--- src/rtl/exc_ctrl_if.sv ---
// rtl/exc_ctrl_if.sv - pipeline/CP0 side bus of the exception sequencer
//
// Purpose : bundles the commit-boundary request inputs, the CP0 status
//           inputs and the sequencer outputs into one interface.
// Modports: slave  - exc_ctrl side (requests in, control out)
//           master - pipeline/CP0 side (requests out, control in)
// Signals : hw_irq[4:0], inst_valid, inst_pc[31:0], exc_sys, exc_bp,
//           exc_ri, exc_ov, eret, SR_IM[7:0], SR_IE, EPC[31:0]  (to sequencer)
//           ExcEnter, ExcCode[4:0], HWInt[4:0], epc_out[31:0], stall,
//           flush, pc_load, pc_target[31:0]                     (from sequencer)

interface exc_ctrl_if;
    logic [4:0]  hw_irq;
    logic        inst_valid;
    logic [31:0] inst_pc;
    logic        exc_sys;
    logic        exc_bp;
    logic        exc_ri;
    logic        exc_ov;
    logic        eret;
    logic [7:0]  SR_IM;
    logic        SR_IE;
    logic [31:0] EPC;

    logic        ExcEnter;
    logic [4:0]  ExcCode;
    logic [4:0]  HWInt;
    logic [31:0] epc_out;
    logic        stall;
    logic        flush;
    logic        pc_load;
    logic [31:0] pc_target;

    modport slave (
        input  hw_irq, inst_valid, inst_pc, exc_sys, exc_bp, exc_ri, exc_ov,
               eret, SR_IM, SR_IE, EPC,
        output ExcEnter, ExcCode, HWInt, epc_out, stall, flush, pc_load,
               pc_target
    );

    modport master (
        output hw_irq, inst_valid, inst_pc, exc_sys, exc_bp, exc_ri, exc_ov,
               eret, SR_IM, SR_IE, EPC,
        input  ExcEnter, ExcCode, HWInt, epc_out, stall, flush, pc_load,
               pc_target
    );
endinterface

--- src/rtl/exc_ctrl.sv ---
// rtl/exc_ctrl.sv - exception/interrupt entry and ERET sequencer for CP0
//
// Purpose : picks one exception/interrupt/ERET per IDLE cycle by fixed
//           priority and drives the CP0 save strobe, pipeline stall/flush
//           and PC redirect as a fixed four-state sequence.
// Ports   : clk   - system clock
//           reset - synchronous active-low reset
//           bus   - exc_ctrl_if.slave (requests, CP0 status, control outputs)
// Config  : EXC_IRQ_SYNC_EN - when defined, hw_irq passes a 2-flop
//           synchronizer before masking; otherwise it is used directly.

module exc_ctrl (
    input  logic       clk,
    input  logic       reset,
    exc_ctrl_if.slave  bus
);

    localparam logic [31:0] VECTOR = 32'h0000_4180;

    localparam logic [4:0] CODE_INT = 5'd0;
    localparam logic [4:0] CODE_SYS = 5'd8;
    localparam logic [4:0] CODE_BP  = 5'd9;
    localparam logic [4:0] CODE_RI  = 5'd10;
    localparam logic [4:0] CODE_OV  = 5'd12;

    typedef enum logic [1:0] {
        IDLE     = 2'd0,
        ENTER    = 2'd1,
        REDIRECT = 2'd2,
        RETURN   = 2'd3
    } state_t;

    state_t      state;
    logic [4:0]  irq_in;
    logic [4:0]  pend;
    logic        irq_take;
    logic        win_exc;
    logic [4:0]  win_code;

    logic        exc_enter_q;
    logic [4:0]  exc_code_q;
    logic [4:0]  hw_int_q;
    logic [31:0] epc_out_q;
    logic        stall_q;
    logic        flush_q;
    logic        pc_load_q;
    logic [31:0] pc_target_q;

    // Only SR_IM[6:2] gate hardware lines; the two software bits and IM7 are
    // handled elsewhere in CP0.
    wire unused_im = &{1'b0, bus.SR_IM[7], bus.SR_IM[1:0]};

`ifdef EXC_IRQ_SYNC_EN
    logic [4:0] sync1;
    logic [4:0] sync2;

    always_ff @(posedge clk) begin
        if (!reset) begin
            sync1 <= '0;
            sync2 <= '0;
        end else begin
            sync1 <= bus.hw_irq;
            sync2 <= sync1;
        end
    end

    assign irq_in = sync2;
`else
    assign irq_in = bus.hw_irq;
`endif

    assign pend     = irq_in & bus.SR_IM[6:2];
    assign irq_take = bus.SR_IE & (|pend) & bus.inst_valid;

    // Fixed priority among synchronous exceptions, then interrupts. Exception
    // requests only mean something while an instruction is at commit.
    always_comb begin
        win_exc  = 1'b1;
        win_code = CODE_INT;
        if (bus.inst_valid && bus.exc_ri) begin
            win_code = CODE_RI;
        end else if (bus.inst_valid && bus.exc_ov) begin
            win_code = CODE_OV;
        end else if (bus.inst_valid && bus.exc_sys) begin
            win_code = CODE_SYS;
        end else if (bus.inst_valid && bus.exc_bp) begin
            win_code = CODE_BP;
        end else if (irq_take) begin
            win_code = CODE_INT;
        end else begin
            win_exc = 1'b0;
        end
    end

    // Outputs are registered against the state being entered, so each one is
    // a pure function of the current state (plus the held latches).
    always_ff @(posedge clk) begin
        if (!reset) begin
            state       <= IDLE;
            exc_enter_q <= 1'b0;
            exc_code_q  <= '0;
            hw_int_q    <= '0;
            epc_out_q   <= '0;
            stall_q     <= 1'b0;
            flush_q     <= 1'b0;
            pc_load_q   <= 1'b0;
            pc_target_q <= '0;
        end else begin
            exc_enter_q <= 1'b0;
            stall_q     <= 1'b0;
            flush_q     <= 1'b0;
            pc_load_q   <= 1'b0;
            case (state)
                IDLE: begin
                    if (win_exc) begin
                        state       <= ENTER;
                        exc_enter_q <= 1'b1;
                        stall_q     <= 1'b1;
                        exc_code_q  <= win_code;
                        hw_int_q    <= pend;
                        epc_out_q   <= bus.inst_pc;
                    end else if (bus.eret) begin
                        // EPC is captured on the edge into RETURN so that
                        // pc_target is already stable during that cycle.
                        state       <= RETURN;
                        flush_q     <= 1'b1;
                        pc_load_q   <= 1'b1;
                        pc_target_q <= bus.EPC;
                    end
                end
                ENTER: begin
                    state       <= REDIRECT;
                    stall_q     <= 1'b1;
                    flush_q     <= 1'b1;
                    pc_load_q   <= 1'b1;
                    pc_target_q <= VECTOR;
                end
                REDIRECT: state <= IDLE;
                RETURN:   state <= IDLE;
                default:  state <= IDLE;
            endcase
        end
    end

    assign bus.ExcEnter  = exc_enter_q;
    assign bus.ExcCode   = exc_code_q;
    assign bus.HWInt     = hw_int_q;
    assign bus.epc_out   = epc_out_q;
    assign bus.stall     = stall_q;
    assign bus.flush     = flush_q;
    assign bus.pc_load   = pc_load_q;
    assign bus.pc_target = pc_target_q;

endmodule

--- src/flat_wrapper.sv ---
// flat-port wrapper written by rule: the top's interface ports become plain ports
module exc_ctrl_flat 
  (clk, reset, bus_hw_irq, bus_inst_valid, bus_inst_pc, bus_exc_sys, bus_exc_bp, bus_exc_ri, bus_exc_ov, bus_eret, bus_SR_IM, bus_SR_IE, bus_EPC, bus_ExcEnter, bus_ExcCode, bus_HWInt, bus_epc_out, bus_stall, bus_flush, bus_pc_load, bus_pc_target);
  exc_ctrl_if bus_i ();
  input  logic clk;
  input  logic reset;
  input wire logic [$bits(bus_i.hw_irq)-1:0] bus_hw_irq;
  input wire logic [$bits(bus_i.inst_valid)-1:0] bus_inst_valid;
  input wire logic [$bits(bus_i.inst_pc)-1:0] bus_inst_pc;
  input wire logic [$bits(bus_i.exc_sys)-1:0] bus_exc_sys;
  input wire logic [$bits(bus_i.exc_bp)-1:0] bus_exc_bp;
  input wire logic [$bits(bus_i.exc_ri)-1:0] bus_exc_ri;
  input wire logic [$bits(bus_i.exc_ov)-1:0] bus_exc_ov;
  input wire logic [$bits(bus_i.eret)-1:0] bus_eret;
  input wire logic [$bits(bus_i.SR_IM)-1:0] bus_SR_IM;
  input wire logic [$bits(bus_i.SR_IE)-1:0] bus_SR_IE;
  input wire logic [$bits(bus_i.EPC)-1:0] bus_EPC;
  output wire logic [$bits(bus_i.ExcEnter)-1:0] bus_ExcEnter;
  output wire logic [$bits(bus_i.ExcCode)-1:0] bus_ExcCode;
  output wire logic [$bits(bus_i.HWInt)-1:0] bus_HWInt;
  output wire logic [$bits(bus_i.epc_out)-1:0] bus_epc_out;
  output wire logic [$bits(bus_i.stall)-1:0] bus_stall;
  output wire logic [$bits(bus_i.flush)-1:0] bus_flush;
  output wire logic [$bits(bus_i.pc_load)-1:0] bus_pc_load;
  output wire logic [$bits(bus_i.pc_target)-1:0] bus_pc_target;
  assign bus_i.hw_irq = bus_hw_irq;
  assign bus_i.inst_valid = bus_inst_valid;
  assign bus_i.inst_pc = bus_inst_pc;
  assign bus_i.exc_sys = bus_exc_sys;
  assign bus_i.exc_bp = bus_exc_bp;
  assign bus_i.exc_ri = bus_exc_ri;
  assign bus_i.exc_ov = bus_exc_ov;
  assign bus_i.eret = bus_eret;
  assign bus_i.SR_IM = bus_SR_IM;
  assign bus_i.SR_IE = bus_SR_IE;
  assign bus_i.EPC = bus_EPC;
  assign bus_ExcEnter = bus_i.ExcEnter;
  assign bus_ExcCode = bus_i.ExcCode;
  assign bus_HWInt = bus_i.HWInt;
  assign bus_epc_out = bus_i.epc_out;
  assign bus_stall = bus_i.stall;
  assign bus_flush = bus_i.flush;
  assign bus_pc_load = bus_i.pc_load;
  assign bus_pc_target = bus_i.pc_target;
  exc_ctrl u_core (.clk(clk), .reset(reset), .bus(bus_i));
endmodule
--- config.mk ---
export PLATFORM = sky130hd
export DESIGN_NAME = exc_ctrl_flat
export DESIGN_NICKNAME = d
export VERILOG_FILES = /design/src/rtl/exc_ctrl_if.sv /design/src/rtl/exc_ctrl.sv /design/src/flat_wrapper.sv
export SDC_FILE = /design/constraint.sdc
export NUM_CORES = 1
export LEC_CHECK = 0
export ABC_AREA = 1
export CORE_UTILIZATION = 40
export CTS_CLUSTER_DIAMETER = 40
export DETAILED_ROUTE_END_ITERATION = 8
export GPL_ROUTABILITY_DRIVEN = 0
export GPL_TIMING_DRIVEN = 0
export MAX_ROUTING_LAYER = met4
export PLACE_DENSITY_LB_ADDON = 0.25
export SYNTH_ARGS = -nofsm -noshare
export SYNTH_HDL_FRONTEND = slang
export SYNTH_SLANG_ARGS = --single-unit
--- constraint.sdc ---
create_clock -name clk -period 2.75 [get_ports clk]
set_clock_uncertainty 0.15 [all_clocks]
set_input_delay 0.6875 -clock clk [delete_from_list [all_inputs] [get_ports clk]]
set_output_delay 0.6875 -clock clk [all_outputs]
set_load 0.1 [all_outputs]
# Word-level counts from Yosys, hierarchy flattened
# Index checks and enable logic that the tools add are counted.
# word_totals
reg_bits,79
inputBits,86
out_inout_bits,78
elab_cells,48
# classes
n_eq_ne,6
muxes,20
bitwise,3
n_reduce_logical,11
# op_table
op,n
$mux 32,2
$pmux 32 s2,1
$mux 5,3
$mux 1,8
$pmux 2 s3,1
$and 5x5->5,1
$reduce_or 5->1,1
$eq 2x2->1 const B,2
$logic_and 1x1->1,4
$mux 2,2
$mux 4,1
$ne 2x2->1 const B,2
$pmux 1 s2,2
$reduce_and 2->1,2
$ne 3x2->1 const B,1
$reduce_and 3->1,1
$and 1x1->1,2
$eq 2x1->1 const B,1
$logic_not 2->1,1
$reduce_bool 2->1,1
$reduce_or 2->1,1

# Longest topological paths before layout
# depth
word_depth,11
depth_mapped,9
mapped_depth_nobuf,8

# Worst setup path after synthesis
# No wires, ideal clock.
# synth_path
kind,register -> output
start,"register u_core.pc_load_q, in the netlist u_core.bus.pc_load"
end,output bus_pc_load
arrival_time_ps,1356
t_required_ps,1913
setup_slack_ps,556
stages_incl_launch_ff,2
path_buffers,1
cell_sequence,dfxtp_1 > buf_4
# synth_lines
item,line_no,rtl
"start, declared",exc_ctrl.sv:46,logic pc_load_q;
"start signal, assigned",exc_ctrl.sv:106,pc_load_q <= 1'b0;
"start signal, assigned",exc_ctrl.sv:112,pc_load_q <= 1'b0;
"start signal, assigned",exc_ctrl.sv:127,pc_load_q <= 1'b1;
"end, declared",flat_wrapper.sv:24,output wire logic [$bits(bus_i.pc_load)-1:0] bus_pc_load;
# No word-level cell between the ends.

# Final worst setup path
# layout_path
start,"register u_core.pc_target_q[28], in the netlist u_core.bus.pc_target[28]"
end,output bus_pc_target[28]
# layout_lines
item,line_no,rtl
"start, declared",exc_ctrl.sv:47,logic [31:0] pc_target_q;
"start signal, assigned",exc_ctrl.sv:128,pc_target_q <= bus.EPC;
"end, declared",flat_wrapper.sv:25,output wire logic [$bits(bus_i.pc_target)-1:0] bus_pc_target;
# No word-level cell between the ends.

==> qor.csv <==
metric;value;unit
syn_area_per_cell;7.92;sq um
async_flop_share;0;
period_minus_slack;2.70;ns
critPathKind;reg -> out;
power_density;845;mW/mm^2
syn-num-nets;514;
drt_wl_total;9770;microns
synth_top_area_share;0.461;
worstPathRequired;1.91;ns
numCtsBuffers;9;
status;complete, no violations;
cts_max_level;3;
fin_nets;684;
fin_ws;0.0522;ns
synthCells;428;
grt_overflow;0;
grt_max_degree;13;
finalSetupViolations;0;
io_buffers;159;
drc;0;
cts_tree;yes;
start_kind;register;
clock_sinks;78;
cts_root_buffer;clkbuf_8;
yosysSeqAreaShare;0.461;
worst_pin_slew;1.01;ns
die_height;94.1;microns
n_fill_cell;739;
grt_pass1_wl;15800;microns
ys_types;23;
yosys.area.top_type;dfxtp_1;
finalCritPeriodShare;0.981;
firstDrtPassIters;4;
hpwlAfterDp;7300;microns
crit_path_top_delay_cell;clkdlybuf4s50_1;
yosysMostFrequentCell;nand2_1;
ant_nets;0;
rsz0062_at_grt;false;
synth_top_cells_by_area;dfxtp_1 (46%), nand2_1 (9.5%), a21oi_1 (7.8%), nand3_1 (7.4%), nand3_2 (5.9%);
cp_num_buf_inv;1;
num_vias;3432;
fmax;371;MHz
clk_pin_slew_worst_paths;0.08;ns
dieArea;0.00885;sq mm
via_per_inst;4.85;
antenna_found_initial;0;
vdd_drop_max;0.415;mV
post_drt_wl_per_cell;13.8;microns
maxCapViolations;0;
tns;0;ns
worstHoldPathType;reg -> reg;
syn-cell-area;0.00339;sq mm
drtIter0Drc;92;
insertion_delay;0.34;ns
area_growth_syn_to_layout;57.7;%
relSlewSlack;0.324;
p_leak;2.08;nW
synth-edff-count;0;
insertedDiodeCount;0;
yosysWarnings;0;
critPathCaptureType;output pin;
synth_flop_cell;dfxtp_1;
hold_viol_final;0;
path_cells;clkdlybuf4s50_1;
cp.arrival;1.86;ns
row_count;33;
yosys-top-cells-count;nand2_1 (86), dfxtp_1 (78), a21oi_1 (53);
path_delay_family;buffers and inverters;
critPathMaxFanout;2;
coreArea;0.00822;sq mm
post-route-util;0.651;
grt_pass1_vias;3467;
io_pins;164;
holdWs;0.312;ns
final-max-slew-violation-count;0;
clk_path_buf_depth;2;
die_x;94.1;microns
drive_gt1_frac;0.134;
pre_cts_ws;0.121;ns
initial_utilization;0.413;
cpPeakStageDelay;1.14;ns
ys_ff_latch;78;
grt_usage;0.235;
## placed cells by master (no fill, tap or decap)
master           instances
clkdlybuf4s50_1        158
nand2_1                 86
dfxtp_1                 78
a21oi_1                 53
nand3_1                 50
nor2_1                  34
inv_1                   33
nand3_2                 20
a21oi_2                 20
clkbuf_1                17
clkbuf_8                 9
buf_2                    8
nand4_1                  6
buf_4                    5
buf_6                    4
buf_12                   3
or2_2                    3
bufinv_16                3
nor2_2                   2
nand2_4                  2
o21ai_0                  2
o21bai_1                 1
nand2_2                  1
buf_1                    1
nor3_1                   1
conb_1                   1
clkinv_2                 1
dlymetal6s2s_1           1
## layer usage
| layer | wire length, microns | GRT usage | up-vias |
|---|---|---|---|
| met2 | 4690 | 0.388 | 127 |
| li1 | - | - | 1725 |
| met4 | 172 | 0.0949 | 0 |
| met1 | 4120 | 0.268 | 1564 |
| met5 | 0 | - | - |
| met3 | 779 | 0.0655 | 16 |
## logic make-up (layout without fill, tap and decap cells)
kind of cell	Yosys count	after routing	synth area share
AOI/OAI and AO/OA	76	76	0.135
DFF	78	78	0.461
and+or+nand+nor	205	205	0.296
other	1	1	0.00111
buffers and inverters	68	243	0.107
## state kept, by name (all words and copies together), names as in the netlist
register / flops
u_core.bus.pc_load: 1
u_core.state: 2
u_core.bus.pc_target: 32
u_core.bus.HWInt: 5
u_core.bus.ExcEnter: 1
u_core.bus.epc_out: 32
u_core.bus.ExcCode: 4
u_core.bus.stall: 1
## cell type report
type	instances	area, sq um	area share
timing repair buffer	159	1590	0.298
sequential	78	1560	0.292
multi-input combinational	282	1470	0.274
buffer	35	239	0.0447
clock buffer	12	135	0.0253
tap	105	131	0.0246
inverter	33	124	0.0232
clock inverter	4	95.1	0.0178
## final timing paths
kind	start	end	slack, ns	depth (start not counted)
max	u_core.bus.pc_target[28]$_SDFFE_PN0P_	bus_pc_target[28]	0.05	1
min	u_core.bus.epc_out[31]$_SDFFE_PN0P_	u_core.bus.epc_out[31]$_SDFFE_PN0P_	0.31	2
max reg2reg	u_core.state[0]$_SDFFE_PN0P_	u_core.bus.HWInt[3]$_SDFFE_PN0P_	1.02	4
min reg2reg	u_core.bus.epc_out[31]$_SDFFE_PN0P_	u_core.bus.epc_out[31]$_SDFFE_PN0P_	0.31	2
## power breakdown
part | leakage (nW) | switching (mW) | internal, mW
registers | 0.640 | 0.0743 | 1.27
clock network | 0.115 | 0.410 | 0.603
logic | 1.33 | 1.56 | 0.601
total | 2.08 | 2.04 | 2.48
## stage by stage
| step | cell area (sq um) | power (mW) | cells |
|---|---|---|---|
| final | 5350 | 4.52 | 708 |
| after global routing | 5350 | 4.71 | 708 |
| after CTS | 5340 | 4.55 | 708 |
| after detailed placement | 5110 | 3.54 | 692 |
| after global placement | 5110 | 3.51 | 692 |
| after floorplan | 3390 | 2.99 | 428 |
## repair_timing
action,4_1_cts,5_1_grt
resized for setup,0,1
setup buffers,0,0
hold buffers,0,0
endpoints found under the setup margin,0,1
endpoints found under the hold margin,0,0
(Power assumes the default switching activity.)
